[src/rtl/key_debouncer.sv]
// Push-button conditioner: 2-FF synchroniser, per-key debounce FSM, press/release strobes.
// Define LONG_PRESS_EN to build the per-key hold counter and long_o strobe; otherwise long_o is 0.
module key_debouncer #(
  parameter int N_KEYS          = 2,
  parameter int DEBOUNCE_CYCLES = 1_000_000,
  parameter int LONG_CYCLES     = 50_000_000,
  parameter bit KEY_ACTIVE_LOW  = 1'b1
) (
  input  logic              clk50_i,
  input  logic              arst_i,
  input  logic [N_KEYS-1:0] key_i,
  output logic [N_KEYS-1:0] key_o,
  output logic [N_KEYS-1:0] press_o,
  output logic [N_KEYS-1:0] release_o,
  output logic [N_KEYS-1:0] long_o
);

  localparam int                CNT_W    = $clog2(DEBOUNCE_CYCLES);
  localparam logic [CNT_W-1:0]  CNT_MAX  = CNT_W'(DEBOUNCE_CYCLES - 1);
  localparam logic [N_KEYS-1:0] PIN_IDLE = {N_KEYS{KEY_ACTIVE_LOW}};

  typedef enum logic [1:0] {
    RELEASED,
    PRESS_PEND,
    PRESSED,
    RELEASE_PEND
  } key_state_t;

  if (DEBOUNCE_CYCLES < 2) begin : g_bad_debounce
    $error("key_debouncer: DEBOUNCE_CYCLES must be at least 2");
  end
  if (LONG_CYCLES <= DEBOUNCE_CYCLES) begin : g_bad_long
    $error("key_debouncer: LONG_CYCLES must exceed DEBOUNCE_CYCLES");
  end

  logic [N_KEYS-1:0] sync1_q;
  logic [N_KEYS-1:0] sync2_q;
  logic [N_KEYS-1:0] pressed;

  // Synchroniser resets to the idle pin level so leaving reset never looks like a press
  always_ff @(posedge clk50_i or negedge arst_i) begin
    if (!arst_i) begin
      sync1_q <= PIN_IDLE;
      sync2_q <= PIN_IDLE;
    end else begin
      sync1_q <= key_i;
      sync2_q <= sync1_q;
    end
  end

  assign pressed = KEY_ACTIVE_LOW ? ~sync2_q : sync2_q;

  for (genvar k = 0; k < N_KEYS; k++) begin : g_key
    key_state_t       state_q;
    key_state_t       state_d;
    logic [CNT_W-1:0] cnt_q;
    logic [CNT_W-1:0] cnt_d;
    logic [CNT_W-1:0] cnt_inc;
    logic             press_d;
    logic             release_d;
    logic             key_q;
    logic             press_q;
    logic             release_q;

    assign cnt_inc = (cnt_q == CNT_MAX) ? cnt_q : cnt_q + 1'b1;

    // The entry cycle into a pending state counts as the first debounce cycle
    always_comb begin
      state_d   = state_q;
      cnt_d     = cnt_q;
      press_d   = 1'b0;
      release_d = 1'b0;
      case (state_q)
        RELEASED: begin
          if (pressed[k]) begin
            state_d = PRESS_PEND;
            cnt_d   = '0;
          end
        end
        PRESS_PEND: begin
          if (!pressed[k]) begin
            state_d = RELEASED;
          end else if (cnt_inc == CNT_MAX) begin
            state_d = PRESSED;
            cnt_d   = '0;
            press_d = 1'b1;
          end else begin
            cnt_d = cnt_inc;
          end
        end
        PRESSED: begin
          if (!pressed[k]) begin
            state_d = RELEASE_PEND;
            cnt_d   = '0;
          end
        end
        RELEASE_PEND: begin
          if (pressed[k]) begin
            state_d = PRESSED;
          end else if (cnt_inc == CNT_MAX) begin
            state_d   = RELEASED;
            cnt_d     = '0;
            release_d = 1'b1;
          end else begin
            cnt_d = cnt_inc;
          end
        end
        default: begin
          state_d = RELEASED;
          cnt_d   = '0;
        end
      endcase
    end

    always_ff @(posedge clk50_i or negedge arst_i) begin
      if (!arst_i) begin
        state_q   <= RELEASED;
        cnt_q     <= '0;
        key_q     <= 1'b0;
        press_q   <= 1'b0;
        release_q <= 1'b0;
      end else begin
        state_q   <= state_d;
        cnt_q     <= cnt_d;
        key_q     <= (state_d == PRESSED) || (state_d == RELEASE_PEND);
        press_q   <= press_d;
        release_q <= release_d;
      end
    end

    assign key_o[k]     = key_q;
    assign press_o[k]   = press_q;
    assign release_o[k] = release_q;

`ifdef LONG_PRESS_EN
    localparam int               HOLD_W   = $clog2(LONG_CYCLES);
    localparam logic [HOLD_W-1:0] HOLD_MAX = HOLD_W'(LONG_CYCLES - 1);
    localparam logic [HOLD_W-1:0] HOLD_PRE = HOLD_W'(LONG_CYCLES - 2);

    logic [HOLD_W-1:0] hold_q;
    logic              long_q;

    // Hold time restarts at the press strobe and survives rejected release glitches
    always_ff @(posedge clk50_i or negedge arst_i) begin
      if (!arst_i) begin
        hold_q <= '0;
        long_q <= 1'b0;
      end else if (press_d || (state_d == RELEASED)) begin
        hold_q <= '0;
        long_q <= 1'b0;
      end else if (((state_q == PRESSED) || (state_q == RELEASE_PEND)) && (hold_q != HOLD_MAX)) begin
        hold_q <= hold_q + 1'b1;
        long_q <= (hold_q == HOLD_PRE);
      end else begin
        long_q <= 1'b0;
      end
    end

    assign long_o[k] = long_q;
`else
    assign long_o[k] = 1'b0;
`endif
  end

endmodule
[config.mk]
export PLATFORM = sky130hd
export DESIGN_NAME = key_debouncer
export DESIGN_NICKNAME = d
export VERILOG_FILES = /design/src/rtl/key_debouncer.sv
export SDC_FILE = /design/constraint.sdc
export NUM_CORES = 1
export LEC_CHECK = 0
export CORE_ASPECT_RATIO = 1.4
export CORE_MARGIN = 2
export CORE_UTILIZATION = 30
export CTS_CLUSTER_SIZE = 10
export DETAILED_ROUTE_END_ITERATION = 6
export PLACE_DENSITY = 0.52
export SYNTH_ARGS = -nofsm -noshare
export SYNTH_HDL_FRONTEND = slang
export SYNTH_SLANG_ARGS = --single-unit
[constraint.sdc]
create_clock -name clk50_i -period 5.51 [get_ports clk50_i]
set_clock_uncertainty 0.15 [all_clocks]
set_input_delay 1.102 -clock clk50_i [delete_from_list [all_inputs] [get_ports clk50_i]]
set_output_delay 1.102 -clock clk50_i [all_outputs]
set_load 0.05 [all_outputs]
Word level (Yosys, flattened, before mapping)
Cells that the tools add are included.
{"block": "op_classes", "eq_ne": 22, "bitwise": 1, "n_addsub": 2, "n_reduce_logical": 6, "muxes": 38}
{"cell": "$mux W20", "n": 12}
{"cell": "$pmux W20 S4", "n": 2}
{"cell": "$eq A20 B20 Y1 const B", "n": 4}
{"cell": "$add A20 B1 Y20 const B", "n": 2}
{"cell": "$mux W2", "n": 12}
{"cell": "$eq A2 B2 Y1 const B", "n": 8}
{"cell": "$ne A2 B2 Y1 const B", "n": 8}
{"cell": "$pmux W2 S4", "n": 2}
{"cell": "$mux W1", "n": 10}
{"cell": "$reduce_and A4 Y1", "n": 2}
{"cell": "$eq A2 B1 Y1 const B", "n": 2}
{"cell": "$logic_not A2 Y1", "n": 2}
{"cell": "$logic_or A1 B1 Y1", "n": 2}
{"cell": "$not A2 Y2", "n": 1}
{"block": "word_totals", "output_inout_bits": 8, "wordCells": 81, "regBits": 54}

Logic depth before layout (Yosys ltp)
Gate-level depths: netlist of the first run.
{"block": "depth", "word_depth": 8, "depth_mapped": 11, "depth_no_buf": 9}

Worst setup path before layout of the first run
No wires, ideal clock.
{"block": "synth_path", "path_kind": "register to register", "from": "register g_key[1].cnt_q[0]", "to": "register g_key[1].cnt_q[0]", "required_ns": 5.239, "path_stages_with_launch": 12, "path_buffers": 2, "arrival_ns": 2.573, "setup_slack_ns": 2.666, "path_cell_list": "dfrtp_1 -> ha_1 -> and4_4 -> buf_6 -> a211o_1 -> a221oi_1 -> o2111ai_1 -> nor4b_4 -> nand2b_2 -> buf_6 -> o21ai_2 -> a22o_1"}
{"block": "synth_via", "elab_chain_len": 6, "elab_cells_between_ends": 8, "classes_between": "add/sub: 1; eq/ne: 2; mux: 5"}
{"item": "from (decl)", "line": "56", "text": "logic [CNT_W-1:0] cnt_q;"}
{"item": "from (signal assigned)", "line": "124", "text": "cnt_q <= cnt_d;"}
{"item": "$add A20 B1 Y20 or $eq A20 B20 Y1 (tied branches)", "line": "65", "text": "assign cnt_inc = (cnt_q == CNT_MAX) ? cnt_q : cnt_q + 1'b1;"}
{"item": "$mux W20 (*)", "line": "65"}
{"item": "$eq A20 B20 Y1", "line": "83, 100"}
{"item": "$mux W20 (*)", "line": "83, 100"}
{"item": "$mux W20 (on tied branches)", "line": "98, 81"}
{"item": "$pmux W20 S4 (*)", "line": "73", "text": "case (state_q)"}
Mark *: on every way between the ends. The rest lies on a longest branch, timed or not. The select of a mux whose other input is x is not followed.
A chain may end at the register's enable or synchronous reset.

Worst setup path after layout of the first run
{"block": "layout_path", "from": "register g_key[0].cnt_q[0]", "to": "register g_key[0].cnt_q[7]"}
{"block": "layout_via", "elab_chain_len": 6, "elab_cells_between_ends": 8, "classes_between": "add/sub: 1; eq/ne: 2; mux: 5"}
{"item": "from (decl)", "line": "56"}
{"item": "from (signal assigned)", "line": "124"}
{"item": "$add A20 B1 Y20 or $eq A20 B20 Y1 (tied branches)", "line": "65"}
{"item": "$mux W20 (*)", "line": "65"}
{"item": "$eq A20 B20 Y1", "line": "83, 100"}
{"item": "$mux W20 (*)", "line": "83, 100"}
{"item": "$mux W20 (on tied branches)", "line": "98, 81"}
{"item": "$pmux W20 S4 (*)", "line": "73"}
Marks and branches as above.

==> flow_summary.yaml, run 1 <==
logic_synthesis:
  async_flop_share_pct: 100.0
  synth_top_family_by_area: "simple AND/OR/NAND/NOR gates"
  synth-adder-area-share_pct: 0.9783
  synth_compound_area_share_pct: 17.51
  syn_inst: 416
  avgSynthCellArea_um2: 8.608
  ys_types: 71
  synth_edf_count: 0
  synth_top_area_cell: "dfrtp_1"
  syn-cell-area_um2: 3581
  synth_flop_cell: "dfrtp_1"
  yosys_warnings: 0
  synth_mux_area_share_pct: 0.5590
  ys_top_cells_by_area: "dfrtp_1 34%, nand2_1 5.1%, nor2_1 4.1%"
  ys_seq_area_share_pct: 37.18
  synthXorXnorAreaFrac_pct: 5.381
  synth.top_cell.area_share_pct: 34.24
  synth-seq-cells: 53
  synth-simple-area-share_pct: 30.96
floorplanning:
  initial_core_util_pct: 30.45
  io-pin-count: 12
  fp.dieW_um: 96.34
  rows: 47
  dieHeight_um: 133.3
  coreArea_um2: 11760
  die-area_um2: 12840
grt:
  grt_usage_pct: 14.88
  grtUsageMet1_pct: 18.19
  overflow: 0
  antenna_found_initial: 0
  met2_usage_pct: 26.27
  grt_pass1_vias: 2924
  busiest_layer: "met2"
  use_met3_pct: 2.149
  grt_max_degree: 54
  grt_pass1_wl_um: 15160
sta:
  min_period_ns: 3.744
  relSlewSlack_pct: 27.40
  fin_tns_setup_ns: 0
  grt_setup_unrepaired: "no"
  final-setup-viol-count: 0
  fin_crit_sh_pct: 67.95
  final_hold_viol_count: 0
  hold_ws_ns: 0.2077
  slew_violations: 0
  worst_pin_slew_ns: 1.084
  fmax_mhz: 267.1
clock_tree:
  path_clk_slew_ns: 0.08
  cts_hold_buf: 0
  cts.path.max_buffers: 2
  cts-root-buf: "clkbuf_16"
  post-cts-setup-buffers: 0
  htreeDepth: 2
  numClockSinks: 53
  cts_tree: "done"
  cts-buffers-inserted: 5
  clkLatencyLatePin_ns: 0.29
  cts_resized: 0
power_and_ir_drop:
  p_leak_nw: 1.502
  ir_worst_vdd_v: 0.0001624
  p_per_area_nw_per_um2: 213.3
cells_and_area:
  fillers: 1265
  fin_cells: 549
  fin_nets: 407
  drive_gt1_share_pct: 9.453
  area_delta_synth_final_pct: 6.464
  multiInputGateArea_um2: 1991
  n_antenna_cell: 0
  regArea_um2: 1331
  final_core_util_pct: 32.41
placement:
  dp_hpwl_um: 6611
  numPortBuffers: 9
  gp_congestion: 0.9034
  place_inst: 541
detailed_routing:
  antenna_left: 0
  drc_errors: 0
  first_iter_violations: 162
  firstDrtPassIters: 4
  vias_per_cell: 5.612
  post_drt_wl_per_cell_um: 16.76
  vias: 3081
  drt_wl_total_um: 9203
worst_setup_path:
  crit_fanout: 12
  critPathRequiredTime_ns: 5.54
  cpMaxStageDelayCell: "a31oi_1"
  crit_path_cell_trace: "ha_1, nand4_1, nor3_1, nor3_1, a31oi_1, a21oi_1, a31oi_1, nand2_1, o311ai_0"
  critPathKind: "reg2reg"
  crit_arrival_ns: 3.77
  slowest_delay_ns: 0.82
  critPathCaptureType: "register"
  startpoint_type: "register"
min_path:
  hold_path.class: "reg2reg"
status:
  outcome: "completed"
run:
  cap_violations: 0
==> cell usage in the layout, fill, tap and decap left out, types with 5 or more instances in the layout <==
master	netlist	final
a21oi_1	19	19
nand4_1	15	15
nor4_1	11	11
a31oi_1	7	7
xor2_1	10	10
nand2_1	49	49
clkbuf_16	0	5
and4_1	8	8
and3_1	7	7
nand3_1	25	25
o21ai_0	15	15
clkdlybuf4s50_1	0	8
a22o_1	7	7
xnor2_1	12	12
dfrtp_1	49	49
nor3_1	11	11
inv_1	11	11
nor2_1	39	39
==> synthesized netlist by cell type, drive strengths merged (2+ instances only) <==
cell type	number
and2	4
nor3	12
nand3b	2
a31o	2
inv	11
nand3	25
a22o	7
or4	2
a41oi	3
a32o	2
a211o	2
xor2	10
a21oi	19
o22ai	4
and3	7
o21ai	19
dfstp	4
nor2	39
a21o	3
xnor2	12
dfrtp	49
ha	2
a31oi	7
or2	2
nand2b	3
and4	9
buf	22
nand4	18
clkbuf	14
nor4	13
nand2	49
mux2i	2
o211ai	2
o2111ai	2
and3b	2
nor4b	5
o311ai	3
or3	2
a22oi	2
==> worst max-delay path, delay by kind of cell (launching register included) <==
kind            cells  cell delay (ns)
compound gates      4             1.53
fa+ha+maj           1             0.27
flops               1             0.48
simple gates        4             1.18
==> final cells by class <==
| cell class | instances | share of cell area (%) |
|---|---|---|
| clock buffers | 5 | 3.282 |
| clock inverters | 3 | 0.6564 |
| inverters | 11 | 1.083 |
| multi-input cells | 317 | 52.22 |
| flip-flops and latches | 53 | 34.92 |
| well taps | 147 | 4.824 |
| repair buffers | 13 | 3.019 |
==> worst paths after layout <==
check / start / end / slack, ns / depth (start not counted)
max in group asynchronous: arst_i / g_key[1].cnt_q[17]$_DFFE_PN0P_ / 3.95 / 2
hold reg to reg: sync1_q[1]$_DFF_PN1_ / sync2_q[1]$_DFF_PN1_ / 0.21 / 0
min in group asynchronous: arst_i / g_key[0].cnt_q[10]$_DFFE_PN0P_ / 0.77 / 2
setup reg to reg: g_key[0].cnt_q[0]$_DFFE_PN0P_ / g_key[0].cnt_q[7]$_DFFE_PN0P_ / 1.77 / 9
hold / removal: sync1_q[1]$_DFF_PN1_ / sync2_q[1]$_DFF_PN1_ / 0.21 / 0
setup / recovery: g_key[0].cnt_q[0]$_DFFE_PN0P_ / g_key[0].cnt_q[7]$_DFFE_PN0P_ / 1.77 / 9
==> sequential cells by signal (all words and copies together) (netlist names) <==
name / flops
g_key.cnt_q: 40
g_key.key_q: 2
g_key.press_q: 2
g_key.release_q: 2
g_key.state_q: 3
sync1_q: 2
sync2_q: 2
==> per-stage QoR <==
step,power (mW),area [um2],setup slack [ns]
after CTS,0.8229,3812,1.847
after global routing,0.8511,3812,1.519
after global placement,0.4949,3662,1.911
after floorplan,0.4703,3585,2.666
final,0.8130,3812,1.766
after detailed placement,0.4947,3662,1.873
==> report_power, final <==
part | internal [mW] | switching (mW)
Sequential | 0.400 | 0.0184
Clock | 0.171 | 0.154
Combinational | 0.0233 | 0.0457
Total | 0.594 | 0.219
==> metal layers <==
layer,wire length [um],part of all wire (%),vias up
met1,3822,42,1518
met4,274,3.0,0
li1,-,-,1492
met3,209,2.3,20
met5,0,0,-
met2,4897,53,51
==> cell families after synthesis <==
| group | count (synthesis) |
|---|---|
| buffers and inverters | 47 |
| xor gates and xnor gates | 22 |
| muxes | 2 |
| adders and majority gates | 3 |
| and+or+nand+nor | 199 |
| DFF | 53 |
| other | 1 |
| AOI/OAI and AO/OA | 89 |
No activity file was read; power rests on OpenSTA's default activity.
==> run 2: changes to the inputs <==
--- a/config.mk
+++ b/config.mk
@@ -10,7 +10,7 @@
 export CORE_UTILIZATION = 30
 export CTS_CLUSTER_SIZE = 10
 export DETAILED_ROUTE_END_ITERATION = 6
-export PLACE_DENSITY = 0.52
+export PLACE_DENSITY = 0.53
 export SYNTH_ARGS = -nofsm -noshare
 export SYNTH_HDL_FRONTEND = slang
 export SYNTH_SLANG_ARGS = --single-unit
==> constraint.sdc (replaced) <==
create_clock -name clk50_i -period 3 [get_ports clk50_i]
set_clock_uncertainty 0.15 [all_clocks]
set_input_delay 0.6 -clock clk50_i [delete_from_list [all_inputs] [get_ports clk50_i]]
set_output_delay 0.6 -clock clk50_i [all_outputs]
set_load 0.05 [all_outputs]
==> flow_summary.yaml, run 2 (synthesized netlist as in run 1, its figures left out) <==
status:
  outcome: "completed"
grt:
  grt_pass1_wl_um: 15620
  overflow: 0
  antenna_found_initial: 0
  grt_usage_pct: 15.33
  grt_pass1_vias: 3198
  grt_max_degree: 21
worst_setup_path:
  crit_arrival_ns: 2.88
  critPathCaptureType: "register"
  critPathKind: "reg2reg"
  startpoint_type: "register"
  ff2ff_path_depth: 10
  rrSetupSlack_ns: 0.15
  rr_endpoint: "g_key[1].cnt_q[0]$_DFFE_PN0P_"
  critPathRequiredTime_ns: 3.03
  r2r_start: "g_key[1].cnt_q[3]$_DFFE_PN0P_"
  crit_fanout: 9
power_and_ir_drop:
  ir_worst_vdd_v: 0.0001792
  p_leak_nw: 1.735
  power_mw: 1.543
  p_per_area_nw_per_um2: 360.4
clock_tree:
  clkLatencyLatePin_ns: 0.30
  cts_tree: "done"
  htreeDepth: 2
  cts.path.max_buffers: 2
  cts-buffers-inserted: 5
  cts-root-buf: "clkbuf_16"
  numClockSinks: 53
  path_clk_slew_ns: 0.08
detailed_routing:
  vias: 3276
  firstDrtPassIters: 4
  first_iter_violations: 96
  post_drt_wl_per_cell_um: 16.43
  drc_errors: 0
  antenna_left: 0
  drt_wl_total_um: 9759
  vias_per_cell: 5.515
sta:
  worst_pin_slew_ns: 0.5187
  relSlewSlack_pct: 65.30
  fin_crit_sh_pct: 95.16
  slew_violations: 0
  final_hold_viol_count: 0
  hold_ws_ns: 0.07745
  fmax_mhz: 350.3
  min_period_ns: 2.855
  final-setup-viol-count: 0
floorplanning:
  initial_core_util_pct: 30.45
  io-pin-count: 12
  coreArea_um2: 11760
  dieHeight_um: 133.3
  die-area_um2: 12840
  fp.dieW_um: 96.34
  rows: 47
min_path:
  hold_path.class: "in2async"
placement:
  dp_hpwl_um: 7344
  numPortBuffers: 9
  gp_congestion: 0.8942
cells_and_area:
  final_core_util_pct: 36.40
  largest_registers: "g_key.cnt_q: 40 flops, g_key.state_q: 3 flops"
  area_delta_synth_final_pct: 19.57
  layout_common_cells: "48 x nand2_1, 48 x buf_4, 41 x dfrtp_1, 36 x nor2_1, 25 x nand3_1"
  fillers: 1244
  multiInputGateArea_um2: 2098
  regArea_um2: 1341
  largest_register_ffs: 40
  n_antenna_cell: 0
  drive_gt1_share_pct: 23.94
  fin_nets: 452
  regMostFlops: "g_key.cnt_q"
run:
  cap_violations: 0
-- run 2: changes by cell type in the layout (fill, tap and decap cells not counted), sizes merged --
cell and change:
clkinv -1, clkinvlp +1, buf +45
-- run 2: per-stage QoR --
step | setup WS [ns] | TNS [ns] | cell area (um2) | cells
finish | 0.1452 | 0 | 4282 | 594
floorplan | 0.1557 | 0 | 3585 | 417
detailed placement | -0.1901 | -1.586 | 3998 | 584
CTS | 0.01527 | 0 | 4161 | 592
global placement | -0.09823 | -0.9218 | 3998 | 584
global route | -0.007741 | -0.01180 | 4282 | 594
-- run 2: metal layers --
layer,GRT usage [%],wire length (um),up-vias,share of wire (%)
met2,27.31,5175,75,53
li1,-,-,1582,-
met3,2.036,240,33,2.5
met4,7.903,482,0,4.9
met1,17.31,3860,1586,40
met5,0,0,-,0
-- run 2: repair_timing --
| action | 4_1_cts | 5_1_grt |
|---|---|---|
| hold buffers | 0 | 0 |
| endpoints found under the setup margin | 16 | 30 |
| pin swaps | 0 | 0 |
| resized for setup | 4 | 24 |
| cloned | 0 | 0 |
| setup buffers | 0 | 2 |
-- run 2: worst max path at each step --
stage | to | cells past startpoint | slack, ns | startpoint
finish | g_key[1].cnt_q[0]$_DFFE_PN0P_ | 10 | 0.15 | g_key[1].cnt_q[3]$_DFFE_PN0P_
global route | g_key[0].cnt_q[9]$_DFFE_PN0P_ | 9 | -0.008 | g_key[0].cnt_q[1]$_DFFE_PN0P_
CTS | g_key[0].cnt_q[9]$_DFFE_PN0P_ | 11 | 0.02 | g_key[0].cnt_q[1]$_DFFE_PN0P_
detailed placement | g_key[1].cnt_q[1]$_DFFE_PN0P_ | 9 | -0.19 | g_key[1].cnt_q[0]$_DFFE_PN0P_
global placement | g_key[0].cnt_q[9]$_DFFE_PN0P_ | 10 | -0.1 | g_key[0].cnt_q[1]$_DFFE_PN0P_
floorplan | g_key[1].cnt_q[0]$_DFFE_PN0P_ | 11 | 0.16 | g_key[1].cnt_q[0]$_DFFE_PN0P_
-- run 2: final cells by class --
cell class / instances / share of cell area, %
Clock buffer: 5 / 2.922
Clock inverter: 3 / 0.6137
Inverter: 11 / 0.9643
Multi-Input combinational cell: 317 / 49.01
Sequential cell: 53 / 31.33
Tap cell: 147 / 4.296
Timing Repair Buffer: 58 / 10.87
-- run 2: power by group --
| group | switching, mW | leakage (nW) | internal (mW) | total [mW] |
|---|---|---|---|---|
| registers | 0.0283 | 0.705 | 0.736 | 0.764 |
| logic | 0.104 | 0.963 | 0.0656 | 0.170 |
| clock network | 0.293 | 0.0680 | 0.316 | 0.609 |
| total | 0.425 | 1.74 | 1.12 | 1.54 |
-- run 2: critical path: stages (launching register included) --
cell and delay (ns):
dfrtp_2 0.48, buf_4 0.17, and4_4 0.21, a211o_1 0.30
a221oi_2 0.32, o2111ai_2 0.17, nor4b_4 0.30, nand2b_4 0.21
buf_12 0.13, o21ai_2 0.06, a22o_1 0.24
==> run 3: changes to the inputs <==
--- a/config.mk
+++ b/config.mk
@@ -10,7 +10,7 @@
 export CORE_UTILIZATION = 30
 export CTS_CLUSTER_SIZE = 10
 export DETAILED_ROUTE_END_ITERATION = 6
-export PLACE_DENSITY = 0.53
+export PLACE_DENSITY = 0.52
 export SYNTH_ARGS = -nofsm -noshare
 export SYNTH_HDL_FRONTEND = slang
 export SYNTH_SLANG_ARGS = --single-unit
==> constraint.sdc (replaced) <==
create_clock -name clk50_i -period 3.4 [get_ports clk50_i]
set_clock_uncertainty 0.15 [all_clocks]
set_input_delay 0.68 -clock clk50_i [delete_from_list [all_inputs] [get_ports clk50_i]]
set_output_delay 0.68 -clock clk50_i [all_outputs]
set_load 0.05 [all_outputs]
==> flow_summary.yaml, run 3 (synthesized netlist as in run 1, its figures left out) <==
sta:
  fmax_mhz: 306.8
  fin_tns_setup_ns: 0
  relSlewSlack_pct: 46.83
  fin_crit_sh_pct: 95.85
  hold_ws_ns: 0.1733
  worst_pin_slew_ns: 0.7949
  slew_violations: 0
  grt_setup_unrepaired: "no"
  final-setup-viol-count: 0
  final_hold_viol_count: 0
  min_period_ns: 3.259
min_path:
  hold_path.class: "in2async"
clock_tree:
  path_clk_slew_ns: 0.08
  numClockSinks: 53
  clkLatencyLatePin_ns: 0.29
  htreeDepth: 2
  cts-buffers-inserted: 5
  cts.path.max_buffers: 2
  cts_hold_buf: 0
  cts_tree: "done"
  cts-root-buf: "clkbuf_16"
floorplanning:
  fp.dieW_um: 96.34
  die-area_um2: 12840
  dieHeight_um: 133.3
  io-pin-count: 12
  rows: 47
  coreArea_um2: 11760
  initial_core_util_pct: 30.45
grt:
  grtUsageMet1_pct: 17.13
  overflow: 0
  busiest_layer: "met2"
  antenna_found_initial: 0
  grt_pass1_wl_um: 14980
  met2_usage_pct: 26.35
  grt_usage_pct: 14.70
  grt_pass1_vias: 3002
  grt_max_degree: 36
  use_met3_pct: 1.867
detailed_routing:
  vias_per_cell: 5.614
  first_iter_violations: 154
  firstDrtPassIters: 4
  drt_wl_total_um: 9214
  drc_errors: 0
  post_drt_wl_per_cell_um: 16.25
  antenna_left: 0
  vias: 3183
worst_setup_path:
  critPathCaptureType: "register"
  r2r_start: "g_key[1].cnt_q[1]$_DFFE_PN0P_"
  ff2ff_path_depth: 10
  crit_fanout: 9
  crit_arrival_ns: 3.33
  startpoint_type: "register"
  critPathRequiredTime_ns: 3.48
  rr_endpoint: "g_key[1].cnt_q[17]$_DFFE_PN0P_"
  critPathKind: "reg2reg"
  endpoint: "g_key[1].cnt_q[17]$_DFFE_PN0P_"
  rrSetupSlack_ns: 0.14
  setup.worst_path.start: "g_key[1].cnt_q[1]$_DFFE_PN0P_"
power_and_ir_drop:
  p_leak_nw: 1.590
  p_per_area_nw_per_um2: 334.2
  ir_worst_vdd_v: 0.0002307
  power_mw: 1.327
placement:
  dp_hpwl_um: 6934
  numPortBuffers: 9
  gp_congestion: 0.9304
  place_inst: 559
cells_and_area:
  largest_register_ffs: 40
  area_delta_synth_final_pct: 10.83
  largest_registers: "g_key.cnt_q: 40 flops, g_key.state_q: 3 flops"
  drive_gt1_share_pct: 14.29
  fin_nets: 425
  layout_common_cells: "49 x nand2_1, 49 x dfrtp_1, 38 x nor2_1, 25 x nand3_1, 22 x buf_4"
  multiInputGateArea_um2: 2011
  regArea_um2: 1331
  n_antenna_cell: 0
  fillers: 1236
  regMostFlops: "g_key.cnt_q"
  fin_cells: 567
status:
  outcome: "completed"
run:
  cap_violations: 0
## run 3: cell type report
class	instances	area share, %
multi-input combinational	317	50.66
clock buffer	5	3.153
inverter	11	1.040
clock inverter	3	0.6620
timing repair buffer	31	6.305
sequential	53	33.54
tap	147	4.634
## run 3: routing by layer
metal	routed length, um	up-vias
met3	259	22
li1	-	1527
met1	3701	1555
met5	0	-
met4	414	0
met2	4838	79
## run 3: repair_timing
action,in CTS,in global routing
endpoints found under the hold margin,0,0
endpoints found under the setup margin,0,25
gates resized for setup,0,5
setup buffers,0,0
## run 3: critical path, stage by stage, from the launching register on
cell and delay, ns:
dfrtp_1 0.43, ha_1 0.31, nand4_4 0.17, nor4_1 0.53, buf_4 0.21, o21ai_0 0.07
a31o_2 0.27, nor4b_4 0.14, nand2b_2 0.30, or4_1 0.51, nand3_1 0.10
## run 3: worst min-delay path by stage
| stage | startpoint | end | slack [ns] | depth (start not counted) |
|---|---|---|---|---|
| 3_3_place_gp | sync1_q[0]$_DFF_PN1_ | sync2_q[0]$_DFF_PN1_ | 0.20 | 0 |
| 2_1_floorplan | sync1_q[0]$_DFF_PN1_ | sync2_q[0]$_DFF_PN1_ | 0.20 | 0 |
| 6_report | arst_i | g_key[0].cnt_q[4]$_DFFE_PN0P_ | 0.17 | 1 |
| 5_1_grt | arst_i | g_key[0].cnt_q[7]$_DFFE_PN0P_ | 0.20 | 1 |
| 4_1_cts | arst_i | g_key[0].cnt_q[2]$_DFFE_PN0P_ | 0.19 | 1 |
| 3_5_place_dp | sync1_q[1]$_DFF_PN1_ | sync2_q[1]$_DFF_PN1_ | 0.20 | 0 |
## run 3: per-stage QoR
step | worst slack, ns | area (um2) | utilization, %
floorplan | 0.5557 | 3585 | -
global route | 0.03367 | 3969 | 33.74
global placement | 0.08451 | 3797 | 32.29
CTS | 0.04757 | 3949 | 33.57
detailed placement | 0.05901 | 3797 | 32.29
finish | 0.1410 | 3969 | 33.74
## run 3: power by group
group	internal, mW	switching, mW
registers	0.648	0.0243
clock network	0.279	0.244
logic	0.0469	0.0853
